$ cat src/rtl/accel_pkg.sv
// Shared types for the accelerator GLB/GIN streaming blocks.
// Packet width derivation, tag modes and streamer FSM encoding.
package accel_pkg;

   function automatic int pkt_len(input int bw, input int tl);
      return 2 * tl + bw;
   endfunction

   typedef enum logic {
      TAG_FIXED  = 1'b0,
      TAG_RASTER = 1'b1
   } tag_mode_e;

   typedef enum logic [1:0] {
      ST_IDLE  = 2'd0,
      ST_RUN   = 2'd1,
      ST_DRAIN = 2'd2
   } state_e;

endpackage

$ cat src/rtl/stream_skid_fifo.sv
// Two-entry word FIFO holding GLB read data ahead of the GIN.
// Entry 0 is always the head, so the output needs no read pointer.
module stream_skid_fifo #(
   parameter int W = 16
) (
   input  logic         clk_i,
   input  logic         rst_ni,
   input  logic         push_i,
   input  logic [W-1:0] din_i,
   input  logic         pop_i,
   input  logic         flush_i,
   output logic [W-1:0] dout_o,
   output logic [1:0]   count_o
);

   logic [W-1:0] e0_q, e1_q;
   logic [1:0]   cnt_q;
   logic         pop_ok, push_ok;

   assign pop_ok  = pop_i && (cnt_q != 2'd0);
   assign push_ok = push_i && ((cnt_q != 2'd2) || pop_ok);
   assign dout_o  = e0_q;
   assign count_o = cnt_q;

   always_ff @(posedge clk_i or negedge rst_ni) begin
      if (!rst_ni) begin
         e0_q  <= '0;
         e1_q  <= '0;
         cnt_q <= 2'd0;
      end else if (flush_i) begin
         cnt_q <= 2'd0;
      end else begin
         unique case ({push_ok, pop_ok})
            2'b11: begin
               if (cnt_q == 2'd2) begin
                  e0_q <= e1_q;
                  e1_q <= din_i;
               end else begin
                  e0_q <= din_i;
               end
            end
            2'b10: begin
               if (cnt_q == 2'd0) e0_q <= din_i;
               else               e1_q <= din_i;
               cnt_q <= cnt_q + 2'd1;
            end
            2'b01: begin
               e0_q  <= e1_q;
               cnt_q <= cnt_q - 2'd1;
            end
            default: ;
         endcase
      end
   end

endmodule

$ cat src/rtl/glb_gin_streamer.sv
// Reads a contiguous GLB region and streams tagged packets to one GIN.
// One instance per data type (ifmap, filter, psum).
module glb_gin_streamer
   import accel_pkg::*;
#(
   parameter int BITWIDTH        = 16,
   parameter int GLB_ADDR_LENGTH = 8,
   parameter int TAG_LENGTH      = 4,
   parameter int PE_Y_SIZE       = 4,
   parameter int PE_X_SIZE       = 4,
   parameter int PACKET_LENGTH   = pkt_len(BITWIDTH, TAG_LENGTH)
) (
   input  logic                       clk,
   input  logic                       rstb,
   input  logic                       start,
   input  logic [GLB_ADDR_LENGTH-1:0] base_addr,
   input  logic [GLB_ADDR_LENGTH:0]   length,
   input  logic [TAG_LENGTH-1:0]      row_tag_init,
   input  logic [TAG_LENGTH-1:0]      col_tag_init,
   input  logic                       tag_mode,
   input  logic                       flush,
   output logic [GLB_ADDR_LENGTH-1:0] glb_addr,
   output logic                       glb_cs,
   output logic                       glb_oe,
   output logic                       glb_we,
   input  logic [BITWIDTH-1:0]        glb_rdata,
   output logic [PACKET_LENGTH-1:0]   data_packet,
   output logic                       gin_enable,
   input  logic                       gin_ready,
   output logic                       busy,
   output logic                       done
);

   localparam logic [TAG_LENGTH-1:0] XLAST = TAG_LENGTH'(PE_X_SIZE - 1);
   localparam logic [TAG_LENGTH-1:0] YLAST = TAG_LENGTH'(PE_Y_SIZE - 1);

   state_e                     state_q;
   tag_mode_e                  mode_q;
   logic [GLB_ADDR_LENGTH-1:0] addr_q;
   logic [GLB_ADDR_LENGTH:0]   rd_left_q;
   logic [GLB_ADDR_LENGTH:0]   pk_left_q;
   logic [TAG_LENGTH-1:0]      row_q, col_q;
   logic [TAG_LENGTH-1:0]      row_d, col_d;
   logic                       pend_q;
   logic                       done_q;

   logic [1:0]                 occ;
   logic [BITWIDTH-1:0]        head;
   logic [2:0]                 load;
   logic                       pop;
   logic                       issue;

   stream_skid_fifo #(
      .W(BITWIDTH)
   ) u_fifo (
      .clk_i   (clk),
      .rst_ni  (rstb),
      .push_i  (pend_q),
      .din_i   (glb_rdata),
      .pop_i   (pop),
      .flush_i (flush),
      .dout_o  (head),
      .count_o (occ)
   );

   assign gin_enable = (occ != 2'd0);
   assign pop        = gin_enable && gin_ready;

   // Counting this cycle's pop keeps the stream at one word per cycle.
   assign load  = 3'(occ) + 3'(pend_q) - 3'(pop);
   assign issue = (state_q == ST_RUN) && !flush && (load < 3'd2);

   assign glb_cs   = issue;
   assign glb_oe   = issue;
   assign glb_we   = 1'b0;
   assign glb_addr = addr_q;

   assign data_packet = gin_enable ? {row_q, col_q, head} : '0;
   assign busy        = (state_q != ST_IDLE);
   assign done        = done_q;

   always_comb begin
      row_d = row_q;
      col_d = col_q;
      if (mode_q == TAG_RASTER) begin
         if (col_q >= XLAST) begin
            col_d = '0;
            row_d = (row_q >= YLAST) ? '0 : row_q + 1'b1;
         end else begin
            col_d = col_q + 1'b1;
         end
      end
   end

   always_ff @(posedge clk or negedge rstb) begin
      if (!rstb) begin
         state_q   <= ST_IDLE;
         mode_q    <= TAG_FIXED;
         addr_q    <= '0;
         rd_left_q <= '0;
         pk_left_q <= '0;
         row_q     <= '0;
         col_q     <= '0;
         pend_q    <= 1'b0;
         done_q    <= 1'b0;
      end else begin
         done_q <= 1'b0;
         pend_q <= issue;
         if (flush) begin
            state_q <= ST_IDLE;
         end else begin
            unique case (state_q)
               ST_IDLE: begin
                  if (start) begin
                     addr_q    <= base_addr;
                     rd_left_q <= length;
                     pk_left_q <= length;
                     row_q     <= row_tag_init;
                     col_q     <= col_tag_init;
                     mode_q    <= tag_mode_e'(tag_mode);
                     if (length == '0) done_q  <= 1'b1;
                     else              state_q <= ST_RUN;
                  end
               end
               ST_RUN, ST_DRAIN: begin
                  if (issue) begin
                     addr_q    <= addr_q + 1'b1;
                     rd_left_q <= rd_left_q - 1'b1;
                     if (rd_left_q == 1) state_q <= ST_DRAIN;
                  end
                  if (pop) begin
                     row_q     <= row_d;
                     col_q     <= col_d;
                     pk_left_q <= pk_left_q - 1'b1;
                     if (pk_left_q == 1) begin
                        state_q <= ST_IDLE;
                        done_q  <= 1'b1;
                     end
                  end
               end
               default: state_q <= ST_IDLE;
            endcase
         end
      end
   end

endmodule

$ cat config.mk
export PLATFORM = sky130hd
export DESIGN_NAME = glb_gin_streamer
export DESIGN_NICKNAME = d
export VERILOG_FILES = /design/src/rtl/accel_pkg.sv /design/src/rtl/stream_skid_fifo.sv /design/src/rtl/glb_gin_streamer.sv
export SDC_FILE = /design/constraint.sdc
export NUM_CORES = 1
export LEC_CHECK = 0
export ABC_CLOCK_PERIOD_IN_PS = 4200
export BUFFER_PORTS_ARGS = -buffer_cell sky130_fd_sc_hd__buf_4
export CORE_MARGIN = 5
export CORE_UTILIZATION = 60
export CTS_CLUSTER_DIAMETER = 120
export DETAILED_ROUTE_END_ITERATION = 8
export GPL_ROUTABILITY_DRIVEN = 0
export PLACE_DENSITY = 0.86
export SYNTH_ARGS = -nofsm -noshare
export SYNTH_HDL_FRONTEND = slang
export SYNTH_SLANG_ARGS = --single-unit
$ cat constraint.sdc
create_clock -name clk -period 4.2 [get_ports clk]
set_input_delay 0.42 -clock clk [delete_from_list [all_inputs] [get_ports clk]]
set_output_delay 0.42 -clock clk [all_outputs]
set_load 0.02 [all_outputs]
==> results.cfg <==
[outcome]
status = finished, final reports clean

[layout]
drive_above_1_share = 0.2575
final_nets = 593
design_area_um2 = 5218
area_growth_pct = 17.27
final_cells = 635
diodes = 0

[sta]
setup_viol = 0
worst_pin_slew_ns = 1.229
finalClockSkew_ns = 0.01341
maxSlewHeadroom = 0.1787
finalCritPeriodShare = 0.7753
whs_ns = 0.1758
post-route-min-period_ns = 3.256
max_freq_mhz = 307.1
finalMaxSlewViolations = 0
finalHoldViolCount = 0
fin_tns_setup_ns = 0
rsz0062_at_grt = no

[global_route]
antenna_found_initial = 0
grt_usage = 0.2554
grt_pass1_wl_um = 18210
grt_max_degree = 74
grt_pass1_vias = 3877
grt-ovfl-total = 0

[power_and_ir_drop]
ir_worst_vdd_mv = 0.3214
power_density_nw_per_um2 = 638.7
power_leakage_nw = 2.416
p_total_mw = 3.332

[routing]
wl_per_cell_um = 17.69
ant_nets = 0
drc = 0
dr.pass1.iters = 5
vias_per_cell = 6.260
vias = 3975
drt_iter0_drc = 294
drt_wl_total_um = 11240

[synth]
synth_warnings = 0
syn_area_um2 = 4449
post-synth-top-count-cell = dfrtp_1
ys_ff_latch = 73
synth_async_sr_flop_share = 1.000
syn_avg_cell_area_um2 = 9.467
synthTopCellsByCount = dfrtp_1 (73), nand2_1 (47), nor2b_1 (29)
synth_nets = 532
ys_seq_area_frac = 0.4106
syn_inst = 470
yosysTopAreaCellShare = 0.4106
synth_top_cell_by_area = dfrtp_1
synth_edf_count = 0
yosys-top-cells-area = dfrtp_1 (41%), mux2_2 (4.3%), nor2b_1 (4.1%)
synthFlopType = dfrtp_1
synth_cell_type_count = 66

[clock_network]
cts_tree = done
cts-root-buf = clkbuf_8
cts_setup_buffers = 0
htreeDepth = 3
clock_latency_ns = 0.37
cts_sinks = 73
cts_resized = 0
cts_buffer_depth = 2
clk_pin_slew_ns = 0.08
cts_buffers = 9
holdBufCountCts = 0

[floorplan]
initial_core_util = 0.6134
row_count = 31
die_height_um = 96.11
ios = 85
chipWidth_um = 96.11
die_area_um2 = 9237
placeableCoreArea_um2 = 7253

[worst_setup_path]
crit_chain = o21ai_4 -> inv_1 -> ha_1 -> nand2b_1 -> fa_1 -> xor2_2 -> nor2_2 -> buf_4
critPathMaxStageDelay_ns = 0.52
crit_buf_inv = 2
crit_fanout = 8
critPathArrivalTime_ns = 2.84
crit_required_ns = 3.78
path_class = flip-flop to output pin
crit_path_end_kind = output pin
slowest_stage = dfrtp_1
setup.worst_path.start_class = flip-flop
crit_family = adder cells

[place]
placed_cell_area_um2 = 5032
portBuffers = 83
hpwl_um = 7912
dp.cells = 619

[job]
drv_cap = 0

[min_path]
hp-class = primary input to asynchronous set/reset pin
[per-layer routing]
metal | global-route usage | part of all wire | vias to the layer above
li1 | - | - | 1843
met1 | 0.3320 | 0.42 | 1955
met2 | 0.4163 | 0.50 | 158
met3 | 0.05395 | 0.063 | 19
met4 | 0.1007 | 0.016 | 0
met5 | 0 | 0 | -
[registers in the layout, summed over array words and instances, names as in the netlist, 2 cells and up]
register / flops
u_fifo.dout_o: 16
u_fifo.e1_q: 16
pk_left_q: 9
rd_left_q: 9
glb_addr: 8
col_q: 4
row_q: 4
state_q: 2
u_fifo.count_o: 2
[power by group]
part | switching, mW | total, mW | internal, mW
Clock | 0.297 | 0.523 | 0.225
Sequential | 0.284 | 1.28 | 0.993
Combinational | 0.874 | 1.53 | 0.658
[layout make-up]
cell class | instances | area (um^2)
clock inverters | 7 | 61.31
multi-input cells | 339 | 2354
inverters | 22 | 82.58
well taps | 99 | 123.9
repair buffers | 86 | 645.6
flip-flops and latches | 73 | 1827
clock buffers | 9 | 123.9
fillers | 565 | 2036
[through the flow]
| step | util | setup WS (ns) |
|---|---|---|
| finish | 0.7193 | 0.9437 |
| global route | 0.7193 | 0.7466 |
| CTS | 0.7193 | 0.9259 |
| detailed placement | 0.6938 | 0.9705 |
| global placement | 0.6938 | 1.141 |
| floorplan | - | 1.441 |
[path summary, 6_finish.rpt]
kind	start	endpoint	slack, ns	depth (start not counted)
max in group asynchronous	rstb	u_fifo.e1_q[0]	3.43	1
hold / removal	rstb	pk_left_q[8]	0.18	1
setup reg to reg	u_fifo.count_o[1]	u_fifo.e1_q[1]	0.95	5
hold reg to reg	u_fifo.dout_o[1]	u_fifo.dout_o[1]	0.47	1
min in group clk	tag_mode	mode_q	0.29	2
setup / recovery	u_fifo.count_o[1]	glb_oe	0.94	8
[cells in the final DEF (no fill, tap or decap), types with 4 or more instances in the layout]
cell type   n
nand2b_1    7
nand3_1    14
a221oi_1   16
mux2_2     17
a21o_1     17
a21oi_1    21
a31oi_1    19
nor3_1      7
dfrtp_1    73
a41oi_1     4
nand2_1    47
nor2b_1    29
inv_1      19
a311oi_1   16
nor2_1     17
o21ai_0    18
ha_1       14
clkbuf_8    9
mux2i_1     4
o2bb2ai_1   6
buf_4      86
a22o_1      5
[logic make-up after synthesis]
logic type	count (synthesis)	share of synthesized area
other	1	0.0008428
adders and majority gates	15	0.04387
DFF	73	0.4106
AOI/OAI and AO/OA	150	0.2472
xor gates and xnor gates	3	0.007595
and+or+nand+nor	146	0.1693
muxes	24	0.05962
buffers and inverters	58	0.06102
No activity file was read; power rests on OpenSTA's default activity.
